File: src/rtl/elastic_source.sv
// elastic_source: emits a burst of len_i incrementing words from base_i
// over a valid/ready handshake, with an optional trailing XOR checksum beat.
//
// Ports:
//   clk_i, reset_i (async, active-high)
//   start_i, base_i[width_p], len_i[count_width_p] : burst request (IDLE only)
//   ready_i                                        : consumer accepts a beat
//   valid_o, data_o[width_p], last_o               : beat output
//   busy_o                                         : not IDLE
//   done_o                                         : one-cycle completion pulse
//
// Define ELASTIC_SOURCE_CHECKSUM_EN to append one checksum beat
// (XOR of all data beats) to every non-empty burst.

module elastic_source #(
  parameter int width_p       = 10,
  parameter int count_width_p = 8
) (
  input  logic                     clk_i,
  input  logic                     reset_i,
  input  logic                     start_i,
  input  logic [width_p-1:0]       base_i,
  input  logic [count_width_p-1:0] len_i,
  input  logic                     ready_i,
  output logic                     busy_o,
  output logic                     done_o,
  output logic                     valid_o,
  output logic [width_p-1:0]       data_o,
  output logic                     last_o
);

`ifdef ELASTIC_SOURCE_CHECKSUM_EN
  typedef enum logic [1:0] {
    IDLE = 2'd0,
    SEND = 2'd1,
    CSUM = 2'd2
  } state_e;
`else
  typedef enum logic [1:0] {
    IDLE = 2'd0,
    SEND = 2'd1
  } state_e;
`endif

  localparam logic [count_width_p-1:0] cnt_one_c = count_width_p'(1);
  localparam logic [width_p-1:0]       data_one_c = width_p'(1);

  state_e                   state_q, state_d;
  logic [width_p-1:0]       data_q, data_d;
  logic [count_width_p-1:0] cnt_q, cnt_d;
  logic                     done_q, done_d;
  logic                     xfer;

`ifdef ELASTIC_SOURCE_CHECKSUM_EN
  logic [width_p-1:0]       csum_q, csum_d;
`endif

  always_ff @(posedge clk_i or posedge reset_i) begin
    if (reset_i) begin
      state_q <= IDLE;
      data_q  <= '0;
      cnt_q   <= '0;
      done_q  <= 1'b0;
`ifdef ELASTIC_SOURCE_CHECKSUM_EN
      csum_q  <= '0;
`endif
    end else begin
      state_q <= state_d;
      data_q  <= data_d;
      cnt_q   <= cnt_d;
      done_q  <= done_d;
`ifdef ELASTIC_SOURCE_CHECKSUM_EN
      csum_q  <= csum_d;
`endif
    end
  end

  assign xfer = valid_o & ready_i;

  always_comb begin
    state_d = state_q;
    data_d  = data_q;
    cnt_d   = cnt_q;
    done_d  = 1'b0;
`ifdef ELASTIC_SOURCE_CHECKSUM_EN
    csum_d  = csum_q;
`endif
    unique case (state_q)
      IDLE: begin
        if (start_i) begin
          if (len_i != '0) begin
            state_d = SEND;
            data_d  = base_i;
            cnt_d   = len_i;
`ifdef ELASTIC_SOURCE_CHECKSUM_EN
            csum_d  = '0;
`endif
          end else begin
            done_d = 1'b1;
          end
        end
      end
      SEND: begin
        if (xfer) begin
          if (cnt_q == cnt_one_c) begin
            cnt_d = '0;
`ifdef ELASTIC_SOURCE_CHECKSUM_EN
            // Fold the final data beat in while loading the checksum beat.
            state_d = CSUM;
            data_d  = csum_q ^ data_q;
            csum_d  = '0;
`else
            state_d = IDLE;
            done_d  = 1'b1;
`endif
          end else begin
            cnt_d  = cnt_q - cnt_one_c;
            data_d = data_q + data_one_c;
`ifdef ELASTIC_SOURCE_CHECKSUM_EN
            csum_d = csum_q ^ data_q;
`endif
          end
        end
      end
`ifdef ELASTIC_SOURCE_CHECKSUM_EN
      CSUM: begin
        if (xfer) begin
          state_d = IDLE;
          done_d  = 1'b1;
        end
      end
`endif
      default: state_d = IDLE;
    endcase
  end

  // All outputs decode from registered state; none looks at ready_i.
  assign valid_o = (state_q != IDLE);
  assign busy_o  = (state_q != IDLE);
  assign done_o  = done_q;
  assign data_o  = data_q;

`ifdef ELASTIC_SOURCE_CHECKSUM_EN
  assign last_o = (state_q == CSUM);
`else
  assign last_o = (state_q == SEND) && (cnt_q == cnt_one_c);
`endif

endmodule
File: config.mk
export PLATFORM = sky130hd
export DESIGN_NAME = elastic_source
export DESIGN_NICKNAME = d
export VERILOG_FILES = /design/src/rtl/elastic_source.sv
export SDC_FILE = /design/constraint.sdc
export NUM_CORES = 1
export LEC_CHECK = 0
export CAP_MARGIN = 20
export CORE_ASPECT_RATIO = 1.2
export CORE_MARGIN = 5
export CORE_UTILIZATION = 49
export DETAILED_ROUTE_END_ITERATION = 8
export PLACE_DENSITY = 0.81
export SLEW_MARGIN = 15
export SYNTH_ARGS = -nofsm -noshare
export SYNTH_HDL_FRONTEND = slang
export SYNTH_SLANG_ARGS = --single-unit
File: constraint.sdc
create_clock -name clk_i -period 2.2 [get_ports clk_i]
set_input_delay 0.33 -clock clk_i [delete_from_list [all_inputs] [get_ports clk_i]]
set_output_delay 0.33 -clock clk_i [all_outputs]
set_load 0.02 [all_outputs]
==> results by group <==
Synth
  – Sequential-to-total area share from yosys stat: about a third
  – Flop and latch count out of synthesis: 20
  – Leading area contributor after synthesis: dfrtp_1
  – Ys Warns: 0
  – Synthesized area per cell: 9.03 um^2
  – Post-synth EDFFs: 0
  – Unique masters post-synth: 48
  – Most numerous cell in the Yosys netlist: dfrtp_1
  – Area contributors post-synth: dfrtp_1 35%, buf_6 4.7%, o22ai_1 3.1%, a22oi_1 2.6%, ha_1 2.6%
  – Synth Net Count: 183
  – Post-synthesis async set-or-reset flop share: between 90% and 100%
  – Cell count after synthesis: between 150 and 200
  – Top cells by count, synth: 20 x dfrtp_1, 10 x nand2_1, 10 x nor2_1
  – Top FF cell, synth: dfrtp_1
  – Post-Syn Area: 1430 um^2
  – Share of the synthesized area in the top cell type: between 30% and 40%

STA
  – Clk_skew: between 10 and 15 ps
  – Final hold slack: 331 ps
  – Max_slew headroom: approximately three fifths
  – Max-slew violations: 0
  – Worst-margin pin slew: 586 ps
  – RSZ-0062 raised after global routing: false
  – Period utilisation layout: between 90% and 100%
  – Count of final hold-check violations: 0
  – Crit path time final: between 2000 and 2500 ps
  – Setup TNS: 0 ps
  – Final worst slack: ~140 ps
  – Peak Freq: around 490 MHz
  – Setup violators final: 0

Drt
  – M1 WL: 1500 um
  – Remaining DRCs: 0
  – Metal3 WL: between 150 and 200 um
  – DR vias: 1414
  – DR vias/cell: between 6 and 7
  – Wire per inst: between 15 and 20 um
  – Post-DRT Antenna Nets: 0
  – Highest routed layer: met4
  – Total iterations of the first detailed-routing run: 4
  – Iter 0 DRT Violations: 75
  – Wire length on met2: ~2000 um
  – WL final: between 3000 and 4000 um

Clock tree
  – Clk root buf: clkbuf_4
  – TritonCTS Sinks: 20
  – Clk slew on worst S/H paths: approximately 120 ps
  – Hold_buf cts: 0
  – Post-CTS Setup Repair Bufs: 0
  – H-tree depth: 1
  – Resize count post-CTS: 6
  – Total CTS buffers: 3
  – Max Root-Sink Buffers: 2
  – CTS tree: done
  – Worst skew pair latency: around 300 ps

Final layout
  – Layout cells sized above 1: a little under a fifth
  – Nets: 227
  – Post-route cell area: a little under 2000 um^2
  – Synth-to-layout area growth: 34.7%
  – Non-filler instance count after layout: 235
  – Fillers: ~230
  – Antenna Cells: 0
  – Post-layout util: between 60 and 70%

Worst setup path
  – Slowest CP cell: or3b_4
  – WP data arrival: around 1700 ps
  – Type of origin of the critical path: flop
  – Crit path cell chain: inv_1 -> ha_1 -> or3b_4 -> nor2_4 -> and2_1 -> buf_2
  – Crit path kind: reg -> out
  – Crit-path max cell delay: roughly 400 ps
  – Crit path capture type: output pin
  – Data required time at the worst endpoint: between 1500 and 2000 ps
  – Worst Path Max Fanout: 3

Min path
  – HP Class: in -> async

Flow run
  – Max Cap Viol: 0

Floorplan
  – Standard-cell row count: 21
  – Die Wd: 59.3 um
  – Die height: slightly below 70 um
  – Core ar.: ~2800 um^2
  – # IOs: 36
  – Starting Density: 51.2%
  – Die ar.: just over 4000 um^2

Placed design
  – GP Congestion: 0.879
  – Dpl ws: -140 ps
  – Dpl hpwl: approximately 2800 um
  – Placed cells: 231
  – IO Port Bufs: 35
  – Dpl cell area: about 1900 um^2

Pwr
  – Power density cells: between 1000 and 1500 nW/um^2
  – VDD IR-drop max: approximately 0.8 mV
  – Total Power: roughly 2.3 mW
  – Leakage power: about 0.82 nW

GRT
  – Gr usage total: approximately a fifth
  – Largest net degree at the start of global routing: 27
  – Vias in the first global route: between 1000 and 1500
  – Initial antenna violation count: 0
  – Gr ovfl total: 0
  – First-pass GRT wire length: 6420 um

Outcome
  – Status: completed
==> final timing paths <==
check / start / endpoint / depth (start not counted) / slack, ps
worst max-delay path: cnt_q[1] / last_o / 6 / 140
worst min-delay path: reset_i / data_o[0] / 3 / 330
worst max register to register: cnt_q[1] / data_o[5] / 8 / 200
worst min register to register: data_o[8] / data_o[8] / 1 / 530
max in group asynchronous: reset_i / cnt_q[0] / 3 / 1640
min in group clk_i: data_o[8] / data_o[8] / 1 / 530
==> kinds of logic (layout without fill, tap and decap cells) <==
family	count (synthesis)	after routing	synth area share, %
adder cells (fa/ha/maj)	3	3	2.63
buffers and inverters	22	65	9.30
flip-flops	20	20	35.1
AND/OR/NAND/NOR	59	59	23.2
multiplexers	3	3	2.19
AO/OA/AOI/OAI	51	51	27.5
==> per-layer routing <==
layer	up-vias	GRT usage, %
met5	-	0
li1	681	-
met2	50	33.8
met1	675	22.7
met4	0	8.56
met3	8	2.80
==> state kept, by name, summed over array words and instances, names as in the netlist <==
signal,flops
cnt_q,8
data_o,10
done_o,1
state_q,1
==> report_power, final <==
part,internal (mW),switching (mW),total [mW],leakage (nW)
Combinational,0.654,0.658,1.31,0.563
Clock,0.184,0.118,0.302,0.0279
Sequential,0.527,0.135,0.662,0.231
Total,1.37,0.911,2.28,0.823
==> worst max-delay path: cells and delay by family, from the launching register on <==
| family | cells | cell delay, ps |
|---|---|---|
| simple gates | 3 | 650 |
| flops | 1 | 390 |
| buf+inv | 2 | 240 |
| fa+ha+maj | 1 | 160 |
==> placed cells by master (no fill, tap or decap), types with 5 or more instances in the layout <==
cell             instances
buf_4                   17
clkdlybuf4s50_1         34
a22oi_1                  5
dfrtp_1                 20
nand3_1                  7
nand2_1                 10
o21ai_0                  7
inv_1                    8
nor2_1                   9
o22ai_1                  7
==> area by class of cell <==
type	count	area, um^2	share of cell area [%]
Clock buffer	3	22.5	1.17
Inverter	8	30.0	1.56
Tap cell	34	42.5	2.21
Sequential cell	20	500	26.0
Clock inverter	1	30.0	1.56
Multi-Input combinational cell	116	803	41.8
Timing Repair Buffer	53	493	25.7
Power figures use the tool's default switching activity.
==> patch (same settings) <==
The option `ELASTIC_SOURCE_CHECKSUM_EN` is turned on by a define.
--- a/src/rtl/elastic_source.sv
+++ b/src/rtl/elastic_source.sv
@@ -11,6 +11,8 @@
 //
 // Define ELASTIC_SOURCE_CHECKSUM_EN to append one checksum beat
 // (XOR of all data beats) to every non-empty burst.
+
+`define ELASTIC_SOURCE_CHECKSUM_EN
 
 module elastic_source #(
   parameter int width_p       = 10,
Behaviour: not the same (a bounded check fails within 4 cycles, from zero or initial values and one cycle with reset_i high).
==> patch against the original RTL <==
- routed wire length rose by 65%
- final cell count rose by 44%
- area after synthesis rose by 53%
- total power rose by 67%
- final area rose by 42%
- global-route usage rose by 2.4 points
- sequential share of layout area rose by 2.4 points
- hold slack improved by 0.094 ns
- via count rose by 57%
- critical endpoint is now data_o[8]$_DFFE_PP0P_
- synthesized cell count rose by 53%
- worst setup slack got worse by 0.015 ns
- sequential cell count rose by 11
==> patch: results (changes against the original RTL) <==
[global_routing]
grt_pass1_wl_um=10500  ; was 6420 µm
use_met3_pct=3.99  ; was 2.80%
grt_max_degree=32  ; was 27
gr-usage-met1_pct=28.2  ; was 22.7%
grt.met2_usage_pct=35.2  ; was 33.8%
grt_pass1_vias=2141  ; was 1,436

[synthesis]
netlist_instances=242  ; was 158
synth_top_area_share_pct=35.7  ; was 35.1%
ys_seq_elements=31  ; was 20
muxShareOfSynthArea_pct=1.38  ; was 2.19%
seq_area_frac_synth_pct=35.7  ; was 35.1%
synth_fa_ha_area_share_pct=1.73  ; was 2.63%
synthesis.nets=267  ; was 183
synth_cell_types=54  ; was 48
synth-compound-area-share_pct=30.7  ; was 27.5%
synth_commonest_cells=dfrtp_1 (31), o22ai_1 (17), clkbuf_1 (14)  ; was dfrtp_1 (20), nand2_1 (10), nor2_1 (10)
synth_area_leaders=dfrtp_1 (36%), o22ai_1 (4.9%), o2bb2ai_1 (4.4%), a22o_1 (3.6%), nand2b_1 (3.5%)  ; was dfrtp_1 (35%), buf_6 (4.7%), o22ai_1 (3.1%), a22oi_1 (2.6%), ha_1 (2.6%)

[route]
drt-pass1-iter-count=5  ; was 4
wl_met3_um=382  ; was 174 µm
vias_per_cell=6.55  ; was 6.02
ant_nets=0  ; unchanged
first_iter_violations=327  ; was 75
finalWirelength_um=6190  ; was 3740 µm
dr_wl_met2_um=3030  ; was 2000 µm
vias=2213  ; was 1,414
wl_met1_um=2680  ; was 1500 µm

[final_layout]
fill_cells=380  ; was 226
clockBufferCount=6  ; was 3
drive_above_1_share_pct=13.8  ; was 18.4%
buf_share_pct=19.1  ; was 25.7%
seq_area_share_pct=28.4  ; was 26.0%
final_nets=307  ; was 227
multi_input_area_share_pct=45.4  ; was 41.8%
n_all_inverters=9  ; was 8
clock_cell_area_share_pct=3.21  ; was 2.73%

[power_and_ir_drop]
ir_worst_vdd_uv=717  ; was 804 µV
clockPowerShare_pct=12.3  ; was 13.3%
power.total_mw=3.81  ; was 2.28 mW
seqPwrFrac_pct=30.4  ; was 29.1%
p_switching_mw=1.72  ; was 911 µW
power.leakage_nw=1.10  ; was 0.823 nW
power.density_nw_per_um2=1400  ; was 1180 nW/µm²

[run_status]
status=complete, no violations  ; unchanged

[placed_design]
place_congestion=0.879  ; about the same
dp.cells=331  ; was 231
place_area_um2=2640  ; was 1860 µm²
hpwl_um=4360  ; was 2830 µm
dpl_worst_slack_ns=0.135  ; was -0.140 ns

[cts]
cts_inserted_buffers=5  ; was 3
clockRootBuffer=clkbuf_8  ; was clkbuf_4
cts.clk_slew.worst_paths_ns=0.07  ; was 0.12 ns
h-tree-depth=2  ; was 1
cts-resized-gates=0  ; was 6

[sta]
skew_ns=0.00493  ; was 0.0102 ns
worstMarginPinSlew_ns=0.562  ; was 0.586 ns

[setup_path]
critPathArrivalTime_ns=2.26  ; was 1.73 ns
slowest_stage=or3b_2  ; was or3b_4
path_max_fanout=9  ; was 3

[die]
die-area_um2=5880  ; was 4090 µm²

-- patch: changes by cell type in the layout (fill, tap and decap cells not counted), sizes merged, moves of 7 or more --
cell	before	now
dfrtp	20	31
nand2b	4	12
nor3	3	12
o21ai	9	2
o22ai	7	17
o2bb2ai	0	11
-- patch: final timing paths --
path                                            start                     to  slack, ns  depth (start not counted)
max in group asynchronous                     reset_i  data_o[9]$_DFFE_PP0P_       1.47                          3
min in group clk_i              csum_q[0]$_DFFE_PP0P_  csum_q[0]$_DFFE_PP0P_       0.51                          1
worst max-delay path             cnt_q[1]$_DFFE_PP0P_  data_o[8]$_DFFE_PP0P_       0.13                          7
worst min register to register  csum_q[0]$_DFFE_PP0P_  csum_q[0]$_DFFE_PP0P_       0.51                          1
worst max register to register   cnt_q[1]$_DFFE_PP0P_  data_o[8]$_DFFE_PP0P_       0.13                          7
worst min-delay path                          reset_i  data_o[8]$_DFFE_PP0P_       0.43                          3
